--- config.mk ---
export PLATFORM = sky130hd
export DESIGN_NAME = branch_sequencer
export DESIGN_NICKNAME = d
export VERILOG_FILES = /design/src/rtl/mips_ctrl_pkg.sv /design/src/rtl/sat_counter.sv /design/src/rtl/branch_sequencer.sv
export SDC_FILE = /design/constraint.sdc
export NUM_CORES = 1
export LEC_CHECK = 0
export ABC_AREA = 1
export BUFFER_PORTS_ARGS = -buffer_cell sky130_fd_sc_hd__buf_4
export CAP_MARGIN = 15
export CORE_MARGIN = 1
export CORE_UTILIZATION = 59
export DETAILED_ROUTE_END_ITERATION = 12
export PLACE_DENSITY = 0.93
export SETUP_SLACK_MARGIN = 0.15
export SLEW_MARGIN = 40
export SYNTH_ARGS = -nofsm -noshare
export SYNTH_HDL_FRONTEND = slang
export SYNTH_SLANG_ARGS = --single-unit
--- constraint.sdc ---
create_clock -name clk -period 2.3 [get_ports clk]
set_input_delay 0.23 -clock clk [delete_from_list [all_inputs] [get_ports clk]]
set_output_delay 0.23 -clock clk [all_outputs]
set_load 0.005 [all_outputs]
--- src/rtl/mips_ctrl_pkg.sv ---
// rtl/mips_ctrl_pkg.sv - shared control encodings for the branch sequencer
//
// Purpose: state encoding, branch-condition select codes and ALU opcodes
// shared between the main control path and the branch sequencer.
// Ports: none (package).
package mips_ctrl_pkg;

    typedef enum logic [2:0] {
        S_IDLE     = 3'd0,
        S_ALU_REQ  = 3'd1,
        S_ALU_WAIT = 3'd2,
        S_PC_WRITE = 3'd3,
        S_ERR      = 3'd4
    } br_state_t;

    // Branch-condition mux selects
    localparam logic [1:0] BR_EQ  = 2'b00;
    localparam logic [1:0] BR_GT  = 2'b01;
    localparam logic [1:0] BR_LEZ = 2'b10;
    localparam logic [1:0] BR_NE  = 2'b11;

    // ALU operation codes
    localparam logic [2:0] ALU_NOP = 3'b000;
    localparam logic [2:0] ALU_SUB = 3'b010;

endpackage

--- src/rtl/sat_counter.sv ---
// rtl/sat_counter.sv - width-parameterised saturating incrementer with enable
//
// Purpose: counts enabled cycles and sticks at all-ones.
// Ports:
//   clk   - clock, rising edge
//   reset - synchronous active-high clear
//   en    - increment this cycle
//   count - current count
module sat_counter #(
    parameter int W = 16
) (
    input  logic         clk,
    input  logic         reset,
    input  logic         en,
    output logic [W-1:0] count
);

    always_ff @(posedge clk) begin
        if (reset) begin
            count <= '0;
        end else if (en && (count != {W{1'b1}})) begin
            count <= count + W'(1);
        end
    end

endmodule

--- src/rtl/branch_sequencer.sv ---
// rtl/branch_sequencer.sv - multi-cycle conditional branch sequencer
//
// Purpose: accepts a branch request, launches an ALU compare, samples the
// branch-condition mux, issues a one-cycle PC-write pulse and keeps
// taken/not-taken statistics.
// Ports:
//   clk, reset                 - clock and synchronous active-high reset
//   flush                      - abort any in-flight branch
//   br_valid/br_ready/br_type  - branch request handshake and condition type
//   alu_start/alu_op/alu_done  - ALU compare launch, opcode and completion
//   branch_ctrl/branch_cond    - condition mux select and its output
//   pc_write_cond              - one-cycle PC write pulse
//   resp_valid/resp_taken/resp_err - completion pulse and outcome
//   taken_cnt/not_taken_cnt    - saturating statistics
module branch_sequencer
    import mips_ctrl_pkg::*;
#(
    parameter logic [2:0] ALU_SUB_OP = ALU_SUB,
    parameter int         CNT_W      = 16,
    parameter int         TIMEOUT    = 15
) (
    input  logic             clk,
    input  logic             reset,
    input  logic             flush,
    input  logic             br_valid,
    output logic             br_ready,
    input  logic [1:0]       br_type,
    output logic             alu_start,
    output logic [2:0]       alu_op,
    input  logic             alu_done,
    output logic [1:0]       branch_ctrl,
    input  logic             branch_cond,
    output logic             pc_write_cond,
    output logic             resp_valid,
    output logic             resp_taken,
    output logic             resp_err,
    output logic [CNT_W-1:0] taken_cnt,
    output logic [CNT_W-1:0] not_taken_cnt
);

    localparam int WAIT_W = $clog2(TIMEOUT + 1);

    br_state_t         state, state_nxt;
    logic [1:0]        type_q;
    logic              taken_q;
    logic [WAIT_W-1:0] wait_cnt;
    logic              wait_hit;
    logic              accept;
    logic              inc_taken, inc_not_taken;

    // wait_cnt counts completed idle ALU_WAIT cycles; the cycle that would
    // bring it to TIMEOUT is the last one we tolerate.
    assign wait_hit = (wait_cnt == WAIT_W'(TIMEOUT - 1));
    assign accept   = (state == S_IDLE) && br_valid && !flush;

    // type_q only changes on accept, so it naturally holds its last value
    // through IDLE and ERR.
    assign branch_ctrl = type_q;

    always_ff @(posedge clk) begin
        if (reset) begin
            state <= S_IDLE;
        end else begin
            state <= state_nxt;
        end
    end

    always_ff @(posedge clk) begin
        if (reset) begin
            type_q   <= 2'b00;
            taken_q  <= 1'b0;
            wait_cnt <= '0;
        end else begin
            if (accept) begin
                type_q <= br_type;
            end
            if (state == S_ALU_REQ) begin
                wait_cnt <= '0;
            end else if ((state == S_ALU_WAIT) && !alu_done) begin
                wait_cnt <= wait_cnt + WAIT_W'(1);
            end
            if ((state == S_ALU_WAIT) && alu_done && !flush) begin
                taken_q <= branch_cond;
            end
        end
    end

    always_comb begin
        state_nxt = state;
        case (state)
            S_IDLE:     if (accept) state_nxt = S_ALU_REQ;
            S_ALU_REQ:  state_nxt = S_ALU_WAIT;
            S_ALU_WAIT: begin
                // alu_done has priority over the timeout
                if (alu_done)      state_nxt = S_PC_WRITE;
                else if (wait_hit) state_nxt = S_ERR;
            end
            S_PC_WRITE: state_nxt = S_IDLE;
            S_ERR:      state_nxt = S_IDLE;
            default:    state_nxt = S_IDLE;
        endcase
        if (flush) begin
            state_nxt = S_IDLE;
        end
    end

    always_comb begin
        br_ready      = 1'b0;
        alu_start     = 1'b0;
        alu_op        = ALU_NOP;
        pc_write_cond = 1'b0;
        resp_valid    = 1'b0;
        resp_taken    = 1'b0;
        resp_err      = 1'b0;
        case (state)
            S_IDLE:     br_ready = !flush;
            S_ALU_REQ: begin
                alu_start = 1'b1;
                alu_op    = ALU_SUB_OP;
            end
            S_ALU_WAIT: alu_op = ALU_SUB_OP;
            S_PC_WRITE: begin
                if (!flush) begin
                    pc_write_cond = taken_q;
                    resp_valid    = 1'b1;
                    resp_taken    = taken_q;
                end
            end
            S_ERR: begin
                if (!flush) begin
                    resp_valid = 1'b1;
                    resp_err   = 1'b1;
                end
            end
            default: ;
        endcase
    end

    assign inc_taken     = (state == S_PC_WRITE) && !flush &&  taken_q;
    assign inc_not_taken = (state == S_PC_WRITE) && !flush && !taken_q;

    sat_counter #(.W(CNT_W)) u_taken_cnt (
        .clk   (clk),
        .reset (reset),
        .en    (inc_taken),
        .count (taken_cnt)
    );

    sat_counter #(.W(CNT_W)) u_not_taken_cnt (
        .clk   (clk),
        .reset (reset),
        .en    (inc_not_taken),
        .count (not_taken_cnt)
    );

endmodule
==> impl_metrics.yaml <==
grt:
  grt_max_degree: 22
  grt_pass1_vias: 2393
  grt_pass1_wl_mm: 9.63
  grt_overflow: 0
  track_usage: 0.278
  grt_antenna_before_repair: 0
critical_path:
  worstPathRequired_ns: 2.49
  worstReg2RegStart: "u_taken_cnt.count[0]$_SDFFE_PP0P_"
  cp_slowest_cell: "dfxtp_1"
  path_delay_family: "simple AND/OR/NAND/NOR gates"
  cp-end-kind: "flop"
  worstSetupPathType: "flop to flop"
  worst-path-buf-inv: 2
  arrival_ns: 1.80
  crit_chain: "ha_1 -> nand3_1 -> inv_1 -> nand2_1 -> inv_1 -> nand2_4 -> nand2_1 -> o21ai_0 -> nor2_1"
  startpoint: "u_taken_cnt.count[0]$_SDFFE_PP0P_"
  critPathMaxFanout: 12
  cp-start-kind: "flop"
  slowest_delay_ns: 0.35
synth:
  avgSynthCellArea_sq_um: 6.64
  syn_area_sq_um: 2550
  yosysSeqAreaShare: 0.330
  synth_cell_types: 35
  yosys_warnings: 0
  ys_ff_latch: 42
  syn_inst: 384
final_layout:
  stdcell_area_sq_um: 3030
  mostFrequentLayoutCells: "95 x nand2_1, 74 x nor2_1, 49 x buf_4, 42 x dfxtp_1, 35 x inv_1"
  area_delta_synth_final_pct: 18.8
  drive_gt1_frac: 0.235
  layout.nets: 445
  n_antenna_cell: 0
  fillers: 328
  final_common_cell: "nand2_1"
  fin_cells: 484
power_and_ir_drop:
  internal_power_mw: 1.08
  pwr-share-clk: 0.415
  comb_power_share: 0.050
  p_seq_frac: 0.535
  peakVddDrop_uv: 278
  p_leak_nw: 1.35
  p_total_mw: 1.37
  power_per_cell_area_nw_per_um2: 452
  switching_share: 0.210
  netSwitchingPower_mw: 0.288
run:
  max_cap_violations: 0
placed_design:
  port_buffers: 48
  place_inst: 476
  dp_hpwl_mm: 4.38
  place.gp.congestion: 0.897
  post_dp_cell_area_sq_um: 2920
sta:
  max_freq_ghz: 0.624
  fin_hold_ws_ns: 0.148
  setup_viol: 0
  hold_violations: 0
  clock_skew_ns: 0.00456
  rsz0062_at_grt: "no"
  period_needed_ns: 1.60
  period_share: 0.697
  tns_ns: 0
  slew_viol_final: 0
floorplanning:
  die_h_microns: 67.7
  dieArea_sq_um: 4590
  start_util: 0.624
  rows: 23
  ios: 51
  die_width_microns: 67.7
  core_sq_um: 4090
detailed_routing:
  highest_layer: "met4"
  remaining_drc_errors: 0
  dr_wl_met2_mm: 2.93
  wl_met1_mm: 2.38
  ant_nets: 0
  dr_wl_met3_microns: 254
  finalWirelength_mm: 5.66
  vias: 2568
  routed_via_density: 5.31
  drt-wirelength-per-cell_microns: 11.7
  drt_pre_antenna_iters: 5
  first_iter_violations: 166
clocking:
  htree_num_levels: 2
  cts_root_buf: "clkbuf_8"
  clk_latency_ns: 0.29
  ctsHoldBuffers: 0
  cts_buffers: 5
  path_clk_slew_ns: 0.08
  cts_tree: "yes"
  post_cts_resized: 0
  cts_setup_buffers: 0
  clock_sinks: 42
  cts.path.max_buffers: 2
min_path:
  min_from: "reset"
  worstHoldPathType: "input pin to flop"
run_status:
  status: "complete, no violations"
==> per-layer routing <==
metal | track usage | up-vias
li1 | - | 1313
met2 | 0.527 | 67
met3 | 0.0625 | 9
met5 | 0 | -
met4 | 0.125 | 0
met1 | 0.284 | 1179
==> cells by family (layout without fill, tap and decap cells) <==
logic type | after synthesis | count (layout) | share of synthesized area
other cells | 1 | 2 | 0.00147
buf+inv | 49 | 98 | 0.0849
simple gates | 251 | 251 | 0.486
compound gates | 36 | 36 | 0.0751
fa+ha+maj | 4 | 4 | 0.0196
flops | 42 | 42 | 0.330
xor+xnor | 1 | 1 | 0.00344
==> registers in the layout, indices dropped and copies added, names as in the netlist <==
name	count
branch_ctrl	2
u_taken_cnt.count	16
taken_q	1
u_not_taken_cnt.count	16
wait_cnt	4
state	3
==> synth_stat cells <==
| cell | count | share of area |
|---|---|---|
| o21ai_1 | 2 | 0.0039 |
| nand2_2 | 6 | 0.015 |
| and2_1 | 3 | 0.0074 |
| nor3_1 | 5 | 0.0098 |
| nor2_4 | 8 | 0.035 |
| nor3_2 | 2 | 0.0079 |
| ha_1 | 4 | 0.020 |
| a31oi_1 | 2 | 0.0049 |
| nor3b_1 | 1 | 0.0029 |
| nand2_1 | 95 | 0.14 |
| clkbuf_1 | 1 | 0.0015 |
| buf_4 | 4 | 0.012 |
| or2_2 | 1 | 0.0025 |
| nand2_4 | 4 | 0.018 |
| a211oi_1 | 1 | 0.0029 |
| nand3_2 | 6 | 0.024 |
| nand3_1 | 25 | 0.049 |
| nor2_2 | 9 | 0.022 |
| conb_1 | 1 | 0.0015 |
| inv_2 | 5 | 0.0074 |
| a21oi_2 | 1 | 0.0034 |
| o31ai_1 | 1 | 0.0029 |
| buf_6 | 2 | 0.0088 |
| o21ai_0 | 7 | 0.014 |
| buf_2 | 1 | 0.0020 |
| xor2_1 | 1 | 0.0034 |
| inv_1 | 35 | 0.052 |
| nor2_8 | 1 | 0.0079 |
| nor2_1 | 74 | 0.11 |
| nand3_4 | 1 | 0.0069 |
| nand4_2 | 2 | 0.0098 |
| dfxtp_1 | 42 | 0.33 |
| a21oi_1 | 22 | 0.043 |
| nand4_1 | 8 | 0.020 |
| clkinv_2 | 1 | 0.0020 |
==> final timing paths <==
| kind | to | slack, ns | depth (start not counted) |
|---|---|---|---|
| setup / recovery | u_taken_cnt.count[1]$_SDFFE_PP0P_ | 0.70 | 9 |
| hold / removal | u_not_taken_cnt.count[11]$_SDFFE_PP0P_ | 0.15 | 2 |
| setup reg to reg | u_taken_cnt.count[1]$_SDFFE_PP0P_ | 0.70 | 9 |
| hold reg to reg | branch_ctrl[1]$_SDFFE_PP0P_ | 0.47 | 2 |
==> power groups by stage <==
stage / registers [mW] / logic [mW] / clock network (mW)
6_report: 0.732 / 0.0684 / 0.569
5_1_grt: 0.733 / 0.0775 / 0.610
4_1_cts: 0.732 / 0.0685 / 0.582
3_5_place_dp: 0.750 / 0.0681 / 0
3_3_place_gp: 0.749 / 0.0656 / 0
2_1_floorplan: 0.749 / 0.0417 / 0
==> area by class of cell <==
type	instances	area, sq um	share of cell area
multi-input combinational	294	1500	0.494
clock buffer	7	76.3	0.0252
tap	50	62.6	0.0207
timing repair buffer	49	368	0.121
inverter	41	155	0.0512
clock inverter	1	30.0	0.00991
sequential	42	841	0.278
==> stage by stage <==
step / util / setup slack, ns
2_1_floorplan: - / 0.875
5_1_grt: 0.741 / 0.544
6_report: 0.741 / 0.697
3_3_place_gp: 0.715 / 0.787
4_1_cts: 0.741 / 0.680
3_5_place_dp: 0.715 / 0.686
Power figures use the tool's default switching activity.
